==> src/rtl/led_sequencer.sv <==
// ============================================================================
// led_sequencer : drives WIDTH LEDs with one of four patterns, stepping on the
//                 edges of a synchronised slow tick. Option macro: LED_SEQ_BOTH_EDGES_EN.
// Revision      : 1.0
// ============================================================================
`default_nettype none

module led_sequencer #(
  parameter int WIDTH       = 5,
  parameter int SYNC_STAGES = 2
) (
  input  logic             clk_in,
  input  logic             rst_n,
  input  logic             tick_in,
  input  logic [1:0]       mode,
  input  logic             hold,
  output logic [WIDTH-1:0] leds,
  output logic             step_pulse,
  output logic             wrap
);

  typedef enum logic [1:0] {
    MODE_WALK   = 2'b00,
    MODE_BOUNCE = 2'b01,
    MODE_COUNT  = 2'b10,
    MODE_FILL   = 2'b11
  } mode_t;

  localparam int               ARM_W = $clog2(SYNC_STAGES + 2);
  localparam logic [WIDTH-1:0] ONE   = {{(WIDTH-1){1'b0}}, 1'b1};

  logic [SYNC_STAGES-1:0] sync_q;
  logic                   s;
  logic                   prev_q;
  logic                   armed_q;
  logic [ARM_W-1:0]       arm_cnt_q;
  logic                   evt;
  logic                   step;

  mode_t                  mode_q, mode_d, mode_in;
  logic                   dir_q, dir_d;   // 0 = moving left, 1 = moving right
  logic [WIDTH-1:0]       leds_d;
  logic                   wrap_d;

  assign s       = sync_q[SYNC_STAGES-1];
  assign mode_in = mode_t'(mode);

  always_ff @(posedge clk_in or negedge rst_n) begin
    if (!rst_n) begin
      sync_q    <= '0;
      prev_q    <= 1'b0;
      armed_q   <= 1'b0;
      arm_cnt_q <= '0;
    end else begin
      sync_q <= {sync_q[SYNC_STAGES-2:0], tick_in};
      prev_q <= s;
      // Stay blind until the synchroniser has flushed its reset contents.
      if (!armed_q) begin
        if (arm_cnt_q == ARM_W'(SYNC_STAGES)) armed_q   <= 1'b1;
        else                                  arm_cnt_q <= arm_cnt_q + 1'b1;
      end
    end
  end

`ifdef LED_SEQ_BOTH_EDGES_EN
  assign evt = armed_q && (s != prev_q);
`else
  assign evt = armed_q && s && !prev_q;
`endif

  assign step = evt && !hold;

  function automatic logic [WIDTH-1:0] init_of(input mode_t m);
    return ((m == MODE_WALK) || (m == MODE_BOUNCE)) ? ONE : '0;
  endfunction

  always_comb begin
    mode_d = mode_q;
    dir_d  = dir_q;
    leds_d = leds;
    wrap_d = 1'b0;
    if (step) begin
      if (mode_in != mode_q) begin
        mode_d = mode_in;
        leds_d = init_of(mode_in);
        dir_d  = 1'b0;
      end else begin
        case (mode_q)
          MODE_WALK:   leds_d = {leds[WIDTH-2:0], leds[WIDTH-1]};
          MODE_BOUNCE: begin
            if (!dir_q) begin
              leds_d = leds << 1;
              if (leds_d[WIDTH-1]) dir_d = 1'b1;
            end else begin
              leds_d = leds >> 1;
              if (leds_d[0]) dir_d = 1'b0;
            end
          end
          MODE_COUNT:  leds_d = leds + ONE;
          MODE_FILL:   leds_d = (&leds) ? '0 : {leds[WIDTH-2:0], 1'b1};
        endcase
        wrap_d = (leds_d == init_of(mode_q));
      end
    end
  end

  always_ff @(posedge clk_in or negedge rst_n) begin
    if (!rst_n) begin
      leds       <= ONE;
      step_pulse <= 1'b0;
      wrap       <= 1'b0;
      mode_q     <= MODE_WALK;
      dir_q      <= 1'b0;
    end else begin
      leds       <= leds_d;
      step_pulse <= step;
      wrap       <= wrap_d;
      mode_q     <= mode_d;
      dir_q      <= dir_d;
    end
  end

endmodule

`default_nettype wire

==> config.mk <==
export PLATFORM = sky130hd
export DESIGN_NAME = led_sequencer
export DESIGN_NICKNAME = d
export VERILOG_FILES = /design/src/rtl/led_sequencer.sv
export SDC_FILE = /design/constraint.sdc
export NUM_CORES = 1
export LEC_CHECK = 0
export BUFFER_PORTS_ARGS = -buffer_cell sky130_fd_sc_hd__buf_2
export CAP_MARGIN = 20
export CORE_ASPECT_RATIO = 0.75
export CORE_MARGIN = 2
export CORE_UTILIZATION = 55
export DETAILED_ROUTE_END_ITERATION = 8
export PLACE_DENSITY = 0.86
export SYNTH_ARGS = -nofsm -noshare
export SYNTH_HDL_FRONTEND = slang
export SYNTH_SLANG_ARGS = --single-unit
==> constraint.sdc <==
create_clock -name clk_in -period 3.6 [get_ports clk_in]
set_clock_uncertainty 0.1 [all_clocks]
set_input_delay 0.36 -clock clk_in [delete_from_list [all_inputs] [get_ports clk_in]]
set_output_delay 0.36 -clock clk_in [all_outputs]
set_load 0.005 [all_outputs]
==> run metrics, run 1 <==
status finished clean; CTS tree yes; Post-synth top flop dfrtp_1; min Tclk post-route 2.31 ns; Synth Warn # 0; slowest CP cell dfstp_2; Clock transition at path regs 0.09 ns; cell area after layout 1040 um^2; CTS Sinks 16; IO Pins 13; top cell type's share of synthesized area 0.392; vias in the first global route 633; hold path depth 1; die area 2090 um^2; worst endpoint required time 3.74 ns; largest net degree at the start of global routing 20; Multi-input gate area 492 um^2; CORE AREA 1690 um^2; Slew Limit Fails 0; crit end category flip-flop; share of the yosys chip area belonging to registers 0.420; Setup WS pre-CTS 1.29 ns; largest cells by area after synthesis dfrtp_1 39%, o21ai_0 5.2%, nand2_1 5.1%; Worst Hold Class primary input to flip-flop; Setup TNS 0 ns; VDD IR-drop max 294 uV; Total GRT Usage 0.208; final setup margin 1.29 ns; area post-placement 992 um^2; maxcap violations 0; worst hold slack 0.0717 ns; H-tree depth 1; Peak Freq 0.433 GHz; CP max stage delay 0.63 ns; R2R Setup Slk 1.29 ns; Root Driver clkbuf_4; switching share of power 0.326; worst reg2reg path endpoint wrap; EDFF count, synth 0; Post-Synth Simple-Gate Area 0.209; drt first-iter violations 21; Initial Util 0.566; clock tree buffer depth 2; XOR/XNOR Fraction of Synth Area 0.0366; Post-Place Cells 125; RSZ-0062 raised after global routing false; dominant combinational cell family by area after synthesis simple AND/OR/NAND/NOR gates; total number of vias 763; # port buffers 12; internal power 0.305 mW; Worst R2R Start leds[0]; period utilization 0.641; die height 40.1 um; CP arrival 2.44 ns; initial antenna violation count 0; end point of the worst hold path sync_q[0]; CP Max Fanout 11; P&R area growth vs syn 8.50%; Final nets 118; Clock power frac 0.265; crit path launch leds[0]; Worst-Margin Slew 0.567 ns; Avg Inst Size Synth 9.57 um^2; final setup violation count 0; area leader, netlist dfrtp_1; Hold Crit Start tick_in; Vias/cell 5.87; Post-Syn Instances 100; P_leak 0.463 nW; ANT cells 0; Hold Vio Cnt, Final 0; Worst setup SP type flip-flop; filler cell count 142; worst reg-to-reg path cell count 7; final WL 1.83 mm; layout cells sized above 1 0.204; Synth Cell Area 957 um^2; Final Non-Filler Cells 130; clk_lat worst skew 0.29 ns; FP Rows 13; DRT Pass-1 Iters 4; GRT overflow 0; Synth Area in Adders 0.0392; Total Power 0.452 mW; Slew HR 0.622; global-route wire length before repair 3.02 mm; gpl congestion 0.904; commonest non-fill, non-tap cell in the layout dfrtp_1; Routed WL per cell 14.1 um; Post-synth ARST share 1.00; Layout Utilization 0.614; Switching Power 0.147 mW; post-synthesis mux area share 0.0209; PwrDens 435 nW/um^2; most used cell, CP ha_1; sequential share of power 0.523; Antenna Nets Post-Route 0; syn nets 109; Reg area 402 um^2; flops & latches, synth 16; worst-path cell chain ha_1 > and3_1 > ha_1 > and3b_1 > a21o_1 > a2111oi_2 > and4_1; Compound-Gate Fraction of Synth Area 0.208; HPWL after DPL 1.35 mm; Gate power share 0.212; Die Span X 52.2 um; TritonCTS Buffers 3; most frequent cells in the layout 15 x dfrtp_1, 13 x nand2_1, 12 x buf_2; Setup CP Type flip-flop to flip-flop; DRC viols 0; Yosys cell types 38
worst max-delay path, delay by kind of cell (launching register included):
kind                       cells  cell delay (ns)
adders and majority gates      2             0.39
and+or+nand+nor                3             0.59
AOI/OAI and AO/OA              2             0.54
DFF                            1             0.63
final cells by class:
type | instances | share of cell area
Sequential cell | 16 | 0.387
Clock buffer | 4 | 0.0349
Inverter | 3 | 0.0108
Multi-Input combinational cell | 72 | 0.473
Tap cell | 22 | 0.0265
Timing Repair Buffer | 13 | 0.0675
Yosys cell counts (2+ instances only):
library cell,instances
dfrtp_1,15
nand2_1,13
o21ai_0,10
nor2_1,6
clkbuf_1,4
nand3b_1,4
a211oi_1,3
buf_2,3
ha_1,3
inv_1,3
a21oi_1,2
a311oi_1,2
and3_1,2
buf_6,2
mux2i_1,2
nand2b_1,2
xnor2_1,2
xor2_1,2
how the worst max path moves through the flow:
stage / end / slack (ns) / cells past startpoint
3_5_place_dp: wrap / 1.29 / 7
5_1_grt: wrap / 1.12 / 7
2_1_floorplan: wrap / 1.50 / 7
6_report: wrap / 1.29 / 7
4_1_cts: wrap / 1.27 / 7
3_3_place_gp: wrap / 1.33 / 7
sequential cells by signal (all words and copies together) (netlist names):
name	count
mode_q	2
prev_q	1
armed_q	1
wrap	1
dir_q	1
step_pulse	1
leds	5
sync_q	2
arm_cnt_q	2
layer usage:
layer  routed length, um  up-vias  track usage
li1                    -      376            -
met5                   0        -            0
met2                 850       24        0.335
met4                  10        0       0.0577
met1                 859      360        0.274
met3                 109        3       0.0672
cells by family (layout without fill, tap and decap cells):
family	count (synthesis)	count (layout)
AO/OA/AOI/OAI	27	27
AND/OR/NAND/NOR	36	36
buffers and inverters	12	20
multiplexers	2	2
XOR/XNOR	4	4
flip-flops	16	16
adder cells (fa/ha/maj)	3	3
power by group through the flow:
stage | Sequential (mW) | Clock [mW] | Combinational [mW]
global route | 0.242 | 0.129 | 0.107
CTS | 0.236 | 0.123 | 0.0969
global placement | 0.238 | 0 | 0.0927
finish | 0.236 | 0.120 | 0.0959
detailed placement | 0.240 | 0 | 0.0958
floorplan | 0.210 | 0 | 0.102
timing repair:
item,4_1_cts,5_1_grt
hold endpoints to repair,15,0
resized for setup,0,0
hold buffers,1,0
endpoints found under the setup margin,0,0
setup buffers,0,0
(Power assumes the default switching activity.)
==> run 2: changes to the inputs <==
==> constraint.sdc (replaced) <==
create_clock -name clk_in -period 2.3 [get_ports clk_in]
set_clock_uncertainty 0.1 [all_clocks]
set_input_delay 0.23 -clock clk_in [delete_from_list [all_inputs] [get_ports clk_in]]
set_output_delay 0.23 -clock clk_in [all_outputs]
set_load 0.005 [all_outputs]
==> run 2 against run 1 <==
  * Global-route usage is 1.9 points higher
  * Sequential cell count stayed put
  * Utilization grew 5.0 points
  * Die area stayed put
  * Largest power group unchanged
  * Critical endpoint unchanged
  * Final cell count up 5.4%
  * Clock power rose by 31%
  * Fmax grew 4.5%
  * Sequential power up 44%
  * Critical path depth unchanged
  * Combinational power up 150%
  * Worst hold slack got worse by 0.0091 ns
==> run metrics, run 2 (synthesis results as in run 1) <==
Root Driver clkbuf_4 (unchanged); filler cell count 140 (was 142); Vias/cell 5.80 (was 5.87); drt first-iter violations 40 (was 21); period utilization 0.960 (was 0.641); Setup WS pre-CTS 0.0990 ns (was 1.29 ns); Total GRT Usage 0.227 (was 0.208); CP arrival 2.35 ns (was 2.44 ns); TritonCTS Buffers 3 (unchanged); die height 40.1 um (unchanged); end point of the worst hold path mode_q[0] (was sync_q[0]); worst reg-to-reg path cell count 7 (unchanged); final setup margin 0.0925 ns (was 1.29 ns); switching share of power 0.345 (was 0.326); clock tree buffer depth 2 (unchanged); Setup TNS 0 ns (unchanged); vias in the first global route 670 (was 633); largest net degree at the start of global routing 19 (was 20); crit end category flip-flop (unchanged); clk_lat worst skew 0.29 ns (about the same); ANT cells 0 (unchanged); cell area after layout 1120 um^2 (was 1040 um^2); DRT Pass-1 Iters 4 (unchanged); maxcap violations 0 (unchanged); crit path launch leds[0] (unchanged); IO Pins 13 (unchanged); CTS tree yes (unchanged); Post-Place Cells 131 (was 125); R2R Setup Slk 0.09 ns (was 1.29 ns); Hold Crit Start mode[0] (was tick_in); # port buffers 12 (unchanged); worst endpoint required time 2.44 ns (was 3.74 ns); die area 2090 um^2 (unchanged); Final nets 125 (was 118); Multi-input gate area 532 um^2 (was 492 um^2); Slew Limit Fails 0 (unchanged); P&R area growth vs syn 17.4% (was 8.50%); DRC viols 0 (unchanged); status finished clean (unchanged); GRT overflow 0 (unchanged); final setup violation count 0 (unchanged); final WL 2.13 mm (was 1.83 mm); commonest non-fill, non-tap cell in the layout dfrtp_1 (unchanged); Switching Power 0.253 mW (was 0.147 mW); Peak Freq 0.453 GHz (was 0.433 GHz); hold path depth 3 (was 1); Setup CP Type flip-flop to flip-flop (unchanged); global-route wire length before repair 3.21 mm (was 3.02 mm); Die Span X 52.2 um (unchanged); H-tree depth 1 (unchanged); Antenna Nets Post-Route 0 (unchanged); RSZ-0062 raised after global routing false (unchanged); Gate power share 0.322 (was 0.212); min Tclk post-route 2.21 ns (was 2.31 ns); Clock transition at path regs 0.09 ns (about the same); Reg with most FFs leds (unchanged); Clock power frac 0.215 (was 0.265); PwrDens 652 nW/um^2 (was 435 nW/um^2); HPWL after DPL 1.52 mm (was 1.35 mm); worst reg2reg path endpoint wrap (unchanged); Worst Hold Class primary input to flip-flop (unchanged); CTS Sinks 16 (unchanged); max reg flops 5 (unchanged); Slew HR 0.627 (was 0.622); Initial Util 0.566 (unchanged); CORE AREA 1690 um^2 (unchanged); Hold Vio Cnt, Final 0 (unchanged); Reg area 402 um^2 (unchanged); area post-placement 1040 um^2 (was 992 um^2); Worst setup SP type flip-flop (unchanged); worst hold slack 0.0626 ns (was 0.0717 ns); internal power 0.480 mW (was 0.305 mW); FP Rows 13 (unchanged); Final Non-Filler Cells 137 (was 130); sequential share of power 0.464 (was 0.523); P_leak 0.504 nW (was 0.463 nW); initial antenna violation count 0 (unchanged); Worst-Margin Slew 0.559 ns (was 0.567 ns); most frequent cells in the layout 15 x dfrtp_1, 13 x nand2_1, 12 x buf_2 (unchanged); CP Max Fanout 4 (was 11); # Post-CTS Setup Buffers 0 (unchanged); total number of vias 794 (was 763); Worst R2R Start leds[0] (unchanged); Routed WL per cell 15.6 um (was 14.1 um); VDD IR-drop max 537 uV (was 294 uV); gpl congestion 0.963 (was 0.904); layout cells sized above 1 0.252 (was 0.204)
## run 2: cell types whose count changed in the layout (fill, tap and decap cells not counted)
| cell | previous run | this run |
|---|---|---|
| buf_4 | 0 | 6 |
| a2111oi_4 | 0 | 1 |
| a2111oi_2 | 1 | 0 |
| o21ai_0 | 10 | 9 |
| dlygate4sd3_1 | 1 | 2 |
| clkbuf_1 | 0 | 1 |
| nor4b_1 | 1 | 0 |
| clkbuf_8 | 1 | 0 |
| nor4b_4 | 0 | 1 |
| o21ai_1 | 0 | 1 |
| ha_4 | 0 | 1 |
| ha_1 | 3 | 2 |
## run 2: through the flow
stage                     total power, mW   util
after floorplan                     0.487      -
after CTS                           0.714  0.641
after detailed placement            0.552  0.613
after global placement              0.545  0.613
after global routing                0.775  0.664
final                               0.732  0.664
## run 2: layout make-up
| class | count | share of cell area |
|---|---|---|
| Sequential cell | 16 | 0.357 |
| Multi-Input combinational cell | 72 | 0.473 |
| Tap cell | 22 | 0.0245 |
| Timing Repair Buffer | 20 | 0.111 |
| Clock buffer | 4 | 0.0234 |
| Inverter | 3 | 0.0100 |
## run 2: how the worst max path moves through the flow
stage | end | slack [ns] | cells past startpoint
floorplan | wrap | 0.20 | 7
global placement | wrap | 0.17 | 7
detailed placement | wrap | 0.1 | 7
CTS | wrap | 0.08 | 7
global route | wrap | 0.01 | 7
finish | wrap | 0.09 | 7
## run 2: timing repair
action,in CTS,in global routing
hold endpoints to repair,16,0
hold buffers,2,0
endpoints found under the setup margin,0,2
resized for setup,0,6
## run 2: metal layers
metal | track usage | wire [um] | vias to the layer above
met5 | 0 | 0 | -
met4 | 0.109 | 20 | 0
met3 | 0.0821 | 146 | 4
met2 | 0.323 | 959 | 31
met1 | 0.309 | 1010 | 369
li1 | - | - | 390
## run 2: critical path: stages, from the launching register on
cell       delay, ns
dfstp_2         0.54
ha_1            0.18
and3_1          0.20
ha_4            0.15
and3b_1         0.21
a21o_1          0.19
a2111oi_4       0.36
and4_1          0.22
## run 2: power by group through the flow
stage / Sequential [mW] / Clock (mW) / Combinational, mW
final: 0.339 / 0.157 / 0.236
after global placement: 0.344 / 0 / 0.202
after CTS: 0.338 / 0.164 / 0.213
after global routing: 0.344 / 0.175 / 0.256
after detailed placement: 0.344 / 0 / 0.209
after floorplan: 0.328 / 0 / 0.159
